==> config.mk <==
export PLATFORM = sky130hd
export DESIGN_NAME = xrun_seq
export DESIGN_NICKNAME = d
export VERILOG_FILES = /design/src/rtl/xrun_seq_pkg.sv /design/src/rtl/xrun_seq_fifo.sv /design/src/rtl/xrun_seq.sv
export SDC_FILE = /design/constraint.sdc
export NUM_CORES = 1
export LEC_CHECK = 0
export ABC_CLOCK_PERIOD_IN_PS = 4200
export CORE_MARGIN = 2
export CORE_UTILIZATION = 35
export CTS_CLUSTER_SIZE = 20
export DETAILED_ROUTE_END_ITERATION = 16
export GPL_TIMING_DRIVEN = 0
export PLACE_DENSITY = 0.68
export SLEW_MARGIN = 20
export SYNTH_ARGS = -nofsm -noshare
export SYNTH_HDL_FRONTEND = slang
export SYNTH_SLANG_ARGS = --single-unit
==> constraint.sdc <==
create_clock -name clk -period 4.2 [get_ports clk]
set_clock_uncertainty 0.15 [all_clocks]
set_input_delay 0.42 -clock clk [delete_from_list [all_inputs] [get_ports clk]]
set_output_delay 0.42 -clock clk [all_outputs]
set_load 0.01 [all_outputs]
==> src/rtl/xrun_seq_pkg.sv <==
// rtl/xrun_seq_pkg.sv - shared widths, state encoding and control address for the run sequencer
package xrun_seq_pkg;

  localparam int DATA_W         = 32;
  localparam int NMEM_W         = 2;
  localparam int MEM_ADDR_W     = 8;
  localparam int ADDR_W         = NMEM_W + MEM_ADDR_W + 1;
  localparam int SEL_W          = 4;
  localparam int REP_W          = 8;
  localparam int JOB_W          = SEL_W + REP_W;
  localparam int DEF_FIFO_DEPTH = 4;
  localparam int DEF_GUARD      = 2;

  typedef enum logic [2:0] {
    S_IDLE = 3'd0,
    S_LOAD = 3'd1,
    S_RUN  = 3'd2,
    S_WAIT = 3'd3,
    S_POLL = 3'd4
  } state_t;

  // Address MSB selects the engine control register; all other bits zero.
  function automatic logic [ADDR_W-1:0] ctrl_addr();
    return {1'b1, {(ADDR_W-1){1'b0}}};
  endfunction

endpackage

==> src/rtl/xrun_seq_fifo.sv <==
// rtl/xrun_seq_fifo.sv - synchronous job queue with flush, full and empty
module xrun_seq_fifo #(
  parameter int WIDTH = 12,
  parameter int DEPTH = 4
) (
  input  logic             clk,
  input  logic             rst,
  input  logic             flush,
  input  logic             push,
  input  logic             pop,
  input  logic [WIDTH-1:0] wdata,
  output logic [WIDTH-1:0] rdata,
  output logic             full,
  output logic             empty
);

  localparam int AW = $clog2(DEPTH);

  logic [WIDTH-1:0] mem [DEPTH];
  logic [AW-1:0]    wr_ptr;
  logic [AW-1:0]    rd_ptr;
  logic [AW:0]      count;
  logic             do_push;
  logic             do_pop;

  assign do_push = push & ~full;
  assign do_pop  = pop & ~empty;
  assign full    = (count == (AW+1)'(DEPTH));
  assign empty   = (count == '0);
  assign rdata   = mem[rd_ptr];

  always_ff @(posedge clk or posedge rst) begin
    if (rst) begin
      wr_ptr <= '0;
      rd_ptr <= '0;
      count  <= '0;
    end else if (flush) begin
      wr_ptr <= '0;
      rd_ptr <= '0;
      count  <= '0;
    end else begin
      if (do_push) wr_ptr <= wr_ptr + AW'(1);
      if (do_pop)  rd_ptr <= rd_ptr + AW'(1);
      case ({do_push, do_pop})
        2'b10:   count <= count + (AW+1)'(1);
        2'b01:   count <= count - (AW+1)'(1);
        default: count <= count;
      endcase
    end
  end

  // Storage carries no reset; occupancy alone decides what is valid.
  always_ff @(posedge clk) begin
    if (do_push && !flush) mem[wr_ptr] <= wdata;
  end

endmodule

==> src/rtl/xrun_seq.sv <==
// rtl/xrun_seq.sv - job sequencer: load config slot, start run, poll done, arbitrate engine port
module xrun_seq
  import xrun_seq_pkg::*;
#(
  parameter int FIFO_DEPTH = DEF_FIFO_DEPTH,
  parameter int GUARD      = DEF_GUARD
) (
  input  logic              clk,
  input  logic              rst,
  input  logic              job_valid,
  output logic              job_ready,
  input  logic [SEL_W-1:0]  job_sel,
  input  logic [REP_W-1:0]  job_rep,
  input  logic              abort,
  input  logic              host_valid,
  input  logic              host_we,
  input  logic [ADDR_W-1:0] host_addr,
  input  logic [DATA_W-1:0] host_rdata,
  output logic [DATA_W-1:0] host_wdata,
  output logic              host_ready,
  output logic              conf_ld,
  output logic [SEL_W-1:0]  conf_sel,
  output logic              eng_valid,
  output logic              eng_we,
  output logic [ADDR_W-1:0] eng_addr,
  output logic [DATA_W-1:0] eng_rdata,
  input  logic [DATA_W-1:0] eng_wdata,
  output logic              busy,
  output logic [15:0]       jobs_done,
  output logic              irq
);

  localparam int GW = $clog2(GUARD + 1);
  localparam logic [ADDR_W-1:0] CTRL_ADDR = ctrl_addr();

  state_t            state, state_n;
  logic [SEL_W-1:0]  sel_q;
  logic [REP_W-1:0]  rep_q;
  logic [GW-1:0]     guard_q;
  logic [15:0]       done_q;

  logic              push, pop, full, empty;
  logic [JOB_W-1:0]  fifo_rdata;
  logic              done_bit;
  logic              rep_dec, job_fin;
  logic              seq_valid, seq_we;
  logic [ADDR_W-1:0] seq_addr;
  logic [DATA_W-1:0] seq_data;

  // A push that coincides with abort is discarded along with the flush.
  assign push      = job_valid & ~full & ~abort;
  assign job_ready = ~full;
  assign done_bit  = eng_wdata[0];

  xrun_seq_fifo #(
    .WIDTH (JOB_W),
    .DEPTH (FIFO_DEPTH)
  ) u_fifo (
    .clk   (clk),
    .rst   (rst),
    .flush (abort),
    .push  (push),
    .pop   (pop),
    .wdata ({job_sel, job_rep}),
    .rdata (fifo_rdata),
    .full  (full),
    .empty (empty)
  );

  always_comb begin
    state_n   = state;
    pop       = 1'b0;
    conf_ld   = 1'b0;
    seq_valid = 1'b0;
    seq_we    = 1'b0;
    seq_addr  = '0;
    seq_data  = '0;
    rep_dec   = 1'b0;
    job_fin   = 1'b0;
    irq       = 1'b0;
    case (state)
      S_IDLE: begin
        if (!empty && !abort) begin
          pop     = 1'b1;
          state_n = S_LOAD;
        end
      end
      S_LOAD: begin
        conf_ld = 1'b1;
        state_n = S_RUN;
      end
      S_RUN: begin
        seq_valid = 1'b1;
        seq_we    = 1'b1;
        seq_addr  = CTRL_ADDR;
        seq_data  = DATA_W'(1);
        state_n   = S_WAIT;
      end
      S_WAIT: begin
        if (guard_q == GW'(GUARD - 1)) state_n = S_POLL;
      end
      S_POLL: begin
        seq_valid = 1'b1;
        seq_addr  = CTRL_ADDR;
        if (done_bit) begin
          if (rep_q != '0 && !abort) begin
            rep_dec = 1'b1;
            state_n = S_RUN;
          end else begin
            job_fin = 1'b1;
            irq     = (empty | abort) & ~push;
            state_n = S_IDLE;
          end
        end
      end
      default: state_n = S_IDLE;
    endcase
  end

  always_ff @(posedge clk or posedge rst) begin
    if (rst) begin
      state   <= S_IDLE;
      sel_q   <= '0;
      rep_q   <= '0;
      guard_q <= '0;
      done_q  <= '0;
    end else begin
      state <= state_n;
      if (pop) sel_q <= fifo_rdata[JOB_W-1:REP_W];
      if (abort)        rep_q <= '0;
      else if (pop)     rep_q <= fifo_rdata[REP_W-1:0];
      else if (rep_dec) rep_q <= rep_q - REP_W'(1);
      if (state == S_RUN)       guard_q <= '0;
      else if (state == S_WAIT) guard_q <= guard_q + GW'(1);
      if (job_fin) done_q <= done_q + 16'd1;
    end
  end

  // The host owns the engine port only while nothing is queued or running.
  assign host_ready = (state == S_IDLE) && empty;
  assign eng_valid  = host_ready ? host_valid : seq_valid;
  assign eng_we     = host_ready ? host_we    : seq_we;
  assign eng_addr   = host_ready ? host_addr  : seq_addr;
  assign eng_rdata  = host_ready ? host_rdata : seq_data;
  assign host_wdata = host_ready ? eng_wdata  : '0;

  assign conf_sel  = sel_q;
  assign busy      = (state != S_IDLE) | ~empty;
  assign jobs_done = done_q;

endmodule

Yosys cells after proc, flatten, opt, wreduce, memory -nomap -nowiden. Memory sizes are Yosys's and may differ from the RTL's. Index checks and enable logic that the tools add are counted.

Reduce and logical (&&, ||, !) cells: 17. Add/subtract/negate cells: 7. Bitwise operators: 11. Equality and inequality tests: 11. Mux-type cells: 39.

Operators with widths (count): $mux 32 (2); $mux 8 (3); $mux 11 (2); $mux 1 (19); $add 16x1->16 const B (1); $pmux 3 s5 (1); $mux 2 (7); $mux 3 (4); $reduce_bool 3->1 (3); $reduce_bool 8->1 (1); $sub 8x1->8 const B (1); $add 2x1->2 const B (3); $eq 3x2->1 const B (2); $eq 3x3->1 const B (2); $logic_not 3->1 (2); $ne 2x2->1 const B (3); $pmux 3 s2 (1); $reduce_bool 2->1 (3); $and 1x1->1 (5); $eq 2x1->1 const B (2); $logic_and 1x1->1 (4); $not 1->1 (4); $add 3x1->3 const B (1); $eq 3x1->1 const B (1); 6 further kinds (8).

Memory bits (writable): 48. Register bits: 40. Output and inout bits: 102. Memories: 1.

Memories: u_fifo.mem (depth 4, bits a word 12, read ports 1, clocked after memory_dff 0, wr ports 1, line xrun_seq_fifo.sv:19) `logic [WIDTH-1:0] mem [DEPTH];`.

Depth between registers and ports, before layout.
Depth after elaboration: 9. Gate-level depth with buffers: 10. Mapped depth without buffers: 7.

Cells and area by module. A second synthesis with hierarchy kept.

Cells, all modules: 395. Area total of the unflattened synthesis: 4697.0 µm².

Modules (own cells, without submodules): xrun_seq (sequential area each 825.8 µm², times used 1, cells each 267, area each 2378.5 µm²); xrun_seq_fifo (sequential area each 1616.6 µm², times used 1, cells each 128, area each 2318.5 µm²).

Worst setup path before layout. Ideal clock, no wire load.

Path kind: register to register. From: register u_fifo.count[2]. To: register u_fifo.count[1]. Arrival: 2.547 ns. Required time: 3.968 ns. Slack: 1.420 ns. Cell stages (with the launch flop): 11. Clock period less this slack: 2.780 ns. Cell sequence: dfrtp_1 > clkbuf_1 > or3_1 > nand3_1 > buf_2 > buf_1 > a21oi_1 > fa_1 > nor2_1 > or3_1 > a31oi_1.

Longest elaborated chain between the ends: 9. Elaborated cells on any way between the ends: 17. Classes of those cells: 3 x eq/ne; 4 x mux; 6 x bitwise; 4 x reduce/logical.

RTL lines: from (decl) (line xrun_seq_fifo.sv:22) `logic [AW:0] count;`; from (signal assigned) (line xrun_seq_fifo.sv:45) `2'b10: count <= count + (AW+1)'(1);`; from (signal assigned) (line xrun_seq_fifo.sv:46) `2'b01: count <= count - (AW+1)'(1);`; from (signal assigned) (line xrun_seq_fifo.sv:47) `default: count <= count;`; $logic_not 3->1 (line xrun_seq_fifo.sv:29) `assign empty = (count == '0);`; $logic_not 1->1 (line xrun_seq.sv:83) `if (!empty && !abort) begin`; $logic_and 1x1->1 (line xrun_seq.sv:83); $mux 1 (line xrun_seq.sv:83); $mux 1 (line xrun_seq.sv:81) `case (state)`; $and 1x1->1 (line xrun_seq_fifo.sv:27) `assign do_pop = pop & ~empty;`; $eq 2x1->1 / $eq 2x2->1 (equally long branches) (line xrun_seq_fifo.sv:44) `case ({do_push, do_pop})`; $pmux 3 s2 (line xrun_seq_fifo.sv:44); $mux 3 (line xrun_seq_fifo.sv:37) `end else if (flush) begin`.

Parallel ways exist; a longest one is shown, timed or not. A chain may end at the register's enable or synchronous reset.

Final worst setup path.
From: register state[2]. To: output host_wdata[17].

Longest elaborated chain between the ends: 3.

RTL lines: from (decl) (line xrun_seq.sv:36) `state_t state, state_n;`; from (signal assigned) (line xrun_seq.sv:128) `state <= state_n;`; $logic_not 3->1 (line xrun_seq.sv:140) `assign host_ready = (state == S_IDLE) && empty;`; $logic_and 1x1->1 (line xrun_seq.sv:140); $mux 32 (line xrun_seq.sv:145) `assign host_wdata = host_ready ? eng_wdata : '0;`; to (decl) (line xrun_seq.sv:19) `output logic [DATA_W-1:0] host_wdata,`.

Every way passes these cells.

==> key figures <==
Setup path
  • Critical path arrival: 3.24 ns
  • Crit Path Category: flop to output port
  • Crit. End Element: output port
  • CP startpoint kind: flop
  • Setup slack, reg-to-reg: 0.83 ns
  • CP max FO: 10
  • Critical path required time: around 3.6 ns

Layout
  • N_diodes: 0
  • Final Core Density: ~56%
  • Area grow syn2layout: 55.2%
  • Fin nets: 708
  • Share of cells above drive strength 1: 6.89%

Clock network
  • Cts hold-fix bufs: 0
  • Post-CTS setup buffer count: 0
  • Clock insertion delay at the later pin of the skew report: 0.34 ns
  • CTS clk-pin slew, worst paths: around 0.060 ns
  • H-tree levels: 3
  • CTS max path bufs: 2
  • Root cell of the clock tree: clkbuf_16
  • Clk sinks: 88
  • CTS tree: built
  • Post_cts resized: 0
  • Total CTS buffers: 9

Place
  • Final HPWL DP: 9.69 mm
  • Final GP Congestion: between 0.8 and 0.9
  • PortBufs: around 190

Timing
  • TNS Setup: 0 ns
  • Slew @ Worst Pin: 0.845 ns
  • Worst slew margin: between 40% and 50%
  • Final min period: 3.81 ns
  • Final setup vio count: 0
  • Pins over their slew limit: 0
  • RSZ-0062 raised after global routing: false
  • F_max: 263 MHz
  • Fin crit share: 90.7%
  • Hold Violations, Final: 0

Synthesis
  • Flops & latches, synth: 88
  • Async S/R FF share, synth: 45.5%
  • Yosys top cell by area: edfxtp_1
  • Adder-cell area share of the yosys netlist: about 2.6%
  • Compound-gate portion of the synthesized area: 6.13%
  • Number of flops mapped to enable cells by yosys: 48
  • Yosys warns: 0
  • Commonest cells post-synth: and3_1, edfxtp_1, dfrtp_1, nand2_1, clkbuf_1
  • Mux cell area share after synthesis: approximately 6.4%
  • Seq/Total Area, Yosys: 53.7%
  • Largest family of logic cells by synthesized area: simple AND/OR/NAND/NOR gates
  • Avg Inst Size Synth: approximately 11 sq um
  • Xor and xnor fraction of the mapped netlist area: under 10%
  • Top_reg_cell synth: edfxtp_1
  • Synth top area share: a little under a third
  • Cells after Synth: 401
  • Simple-Gate Fraction of Synth Area: 23.3%
  • Most common cell in the netlist: and3_1
  • Synth Cell Area: ~4500 sq um
  • Top post-synthesis cells by area: edfxtp_1, dfrtp_1, and3_1, mux4_2, xnor2_1
  • Unique masters post-synth: 50
  • Syn nets: 503

Status
  • Status: completed

Routing
  • Post-route ant nets: 0
  • DRT iter0 DRCs: 212
  • Total Wirelength: 13.0 mm
  • 1st-pass router iterations: 4
  • DR DRC count: 0
  • Vias per cell: 5.02
  • Vias: 3925
  • Routed wire length per instance: 16.7 microns

Global route
  • First-pass GRT wire length: 21.1 mm
  • Total Routing Usage GR: a little under a fifth
  • Grt total ovfl: 0
  • Initial antenna violation count: 0
  • Number of global-route vias before repair: 4003
  • Largest net degree at the start of global routing: 25

Floorplanning
  • Die area: 13900 sq um
  • Num ports: 195
  • Num rows: 41
  • CORE AREA: ~13000 sq um
  • Starting Density: between 30% and 40%
  • Die width: around 120 microns
  • DIE HEIGHT: 118 microns

Power
  • Pwr Density: 452 nW/um^2
  • Pleak: 2.88 nW
  • Peak supply drop: 0.000341 V

Run
  • Max Cap Viol: 0

Worst hold path
  • HP Class: input port to asynchronous set/reset pin
==> path summary, 6_finish.rpt <==
path,start,to,cells after the start
max,state[2]$_DFFE_PP0P_,host_wdata[17],6
min,rst,rep_q[6]$_DFFE_PP0P_,2
max reg2reg,state[2]$_DFFE_PP0P_,u_fifo.count[1]$_DFFE_PP0P_,10
min reg2reg,jobs_done[15]$_DFFE_PP0P_,jobs_done[15]$_DFFE_PP0P_,1
max in group asynchronous,rst,guard_q[0]$_DFFE_PP0P_,3
min in group clk,job_valid,u_fifo.wr_ptr[1]$_DFFE_PP0P_,3
==> registers in the layout, summed over array words and instances, names as in the netlist <==
| name | count |
|---|---|
| u_fifo.mem | 48 |
| jobs_done | 16 |
| rep_q | 8 |
| conf_sel | 4 |
| state | 3 |
| u_fifo.count | 3 |
| guard_q | 2 |
| u_fifo.rd_ptr | 2 |
| u_fifo.wr_ptr | 2 |
==> layout by cell type, fill, tap and decap left out, types with 2 or more instances in the layout <==
| cell type | synthesis | routed |
|---|---|---|
| bufinv_16 | 0 | 3 |
| a21o_1 | 3 | 3 |
| clkinv_4 | 0 | 2 |
| inv_1 | 9 | 8 |
| nor3b_1 | 2 | 2 |
| or3b_2 | 2 | 2 |
| or2_2 | 3 | 3 |
| or3_1 | 5 | 5 |
| nand3_1 | 15 | 15 |
| a21oi_1 | 4 | 4 |
| edfxtp_1 | 48 | 48 |
| nand2b_1 | 5 | 5 |
| nor2_1 | 13 | 13 |
| mux4_2 | 12 | 12 |
| and3_1 | 77 | 77 |
| xnor2_1 | 17 | 17 |
| nand2_1 | 33 | 33 |
| o31ai_1 | 2 | 2 |
| clkbuf_1 | 25 | 26 |
| buf_2 | 5 | 5 |
| or4_1 | 3 | 3 |
| mux2_1 | 2 | 2 |
| xor2_1 | 3 | 3 |
| clkdlybuf4s50_1 | 0 | 193 |
| nor3_1 | 8 | 8 |
| dfrtp_1 | 40 | 40 |
| a211oi_1 | 5 | 5 |
| clkbuf_16 | 0 | 9 |
| o21ai_1 | 2 | 2 |
| nand4_1 | 8 | 8 |
| o21ai_0 | 10 | 10 |
| ha_1 | 8 | 8 |
| a31oi_1 | 3 | 3 |
| and2_1 | 7 | 7 |
| nor4_1 | 3 | 3 |
==> metal layers <==
| metal | share of wire (%) | wire, microns | vias up | track usage [%] |
|---|---|---|---|---|
| li1 | - | - | 1890 | - |
| met1 | 43 | 5590 | 1921 | 23.9 |
| met2 | 51 | 6680 | 96 | 32.2 |
| met3 | 4.7 | 611 | 18 | 5.57 |
| met4 | 1.2 | 154 | 0 | 4.37 |
| met5 | 0 | 0 | - | 0 |
==> stage by stage <==
| step | hold WS (ns) | worst slack, ns | power, mW | cells | instance area, sq um |
|---|---|---|---|---|---|
| floorplan | 0.300 | 1.42 | 1.71 | 401 | 4550 |
| global placement | 0.310 | 0.716 | 2.27 | 766 | 6700 |
| detailed placement | 0.312 | 0.647 | 2.31 | 767 | 6720 |
| CTS | 0.253 | 0.334 | 3.22 | 782 | 7060 |
| global route | 0.307 | 0.0746 | 3.38 | 782 | 7060 |
| finish | 0.249 | 0.391 | 3.19 | 782 | 7060 |
==> worst max-delay path, cell delays in order (launching register included) <==
cell and delay (ns):
dfrtp_1 0.35, clkbuf_1 0.21, nor3_1 0.75, clkbuf_1 0.45, clkbuf_1 0.32, and3_1 0.25, clkdlybuf4s50_1 0.56
==> final cells by class <==
cell class / instances / area (sq um)
Buffer: 31 / 123
Timing Repair Buffer: 194 / 1960
Tap cell: 172 / 215
Multi-Input combinational cell: 273 / 1950
Fill cell: 1097 / 5610
Clock buffer: 10 / 229
Inverter: 9 / 33.8
Clock inverter: 5 / 108
Sequential cell: 88 / 2440
==> cell families after synthesis <==
| logic type | count (synthesis) |
|---|---|
| xor+xnor | 21 |
| simple gates | 188 |
| flops | 88 |
| mux | 14 |
| compound gates | 41 |
| buf+inv | 40 |
| fa+ha+maj | 9 |
==> where the power goes <==
part | switching (mW) | internal, mW
Sequential | 0.0612 | 0.997
Clock | 0.324 | 0.580
Combinational | 0.606 | 0.624
Total | 0.992 | 2.20
Note: power is estimated with default switching activity, not from simulation.
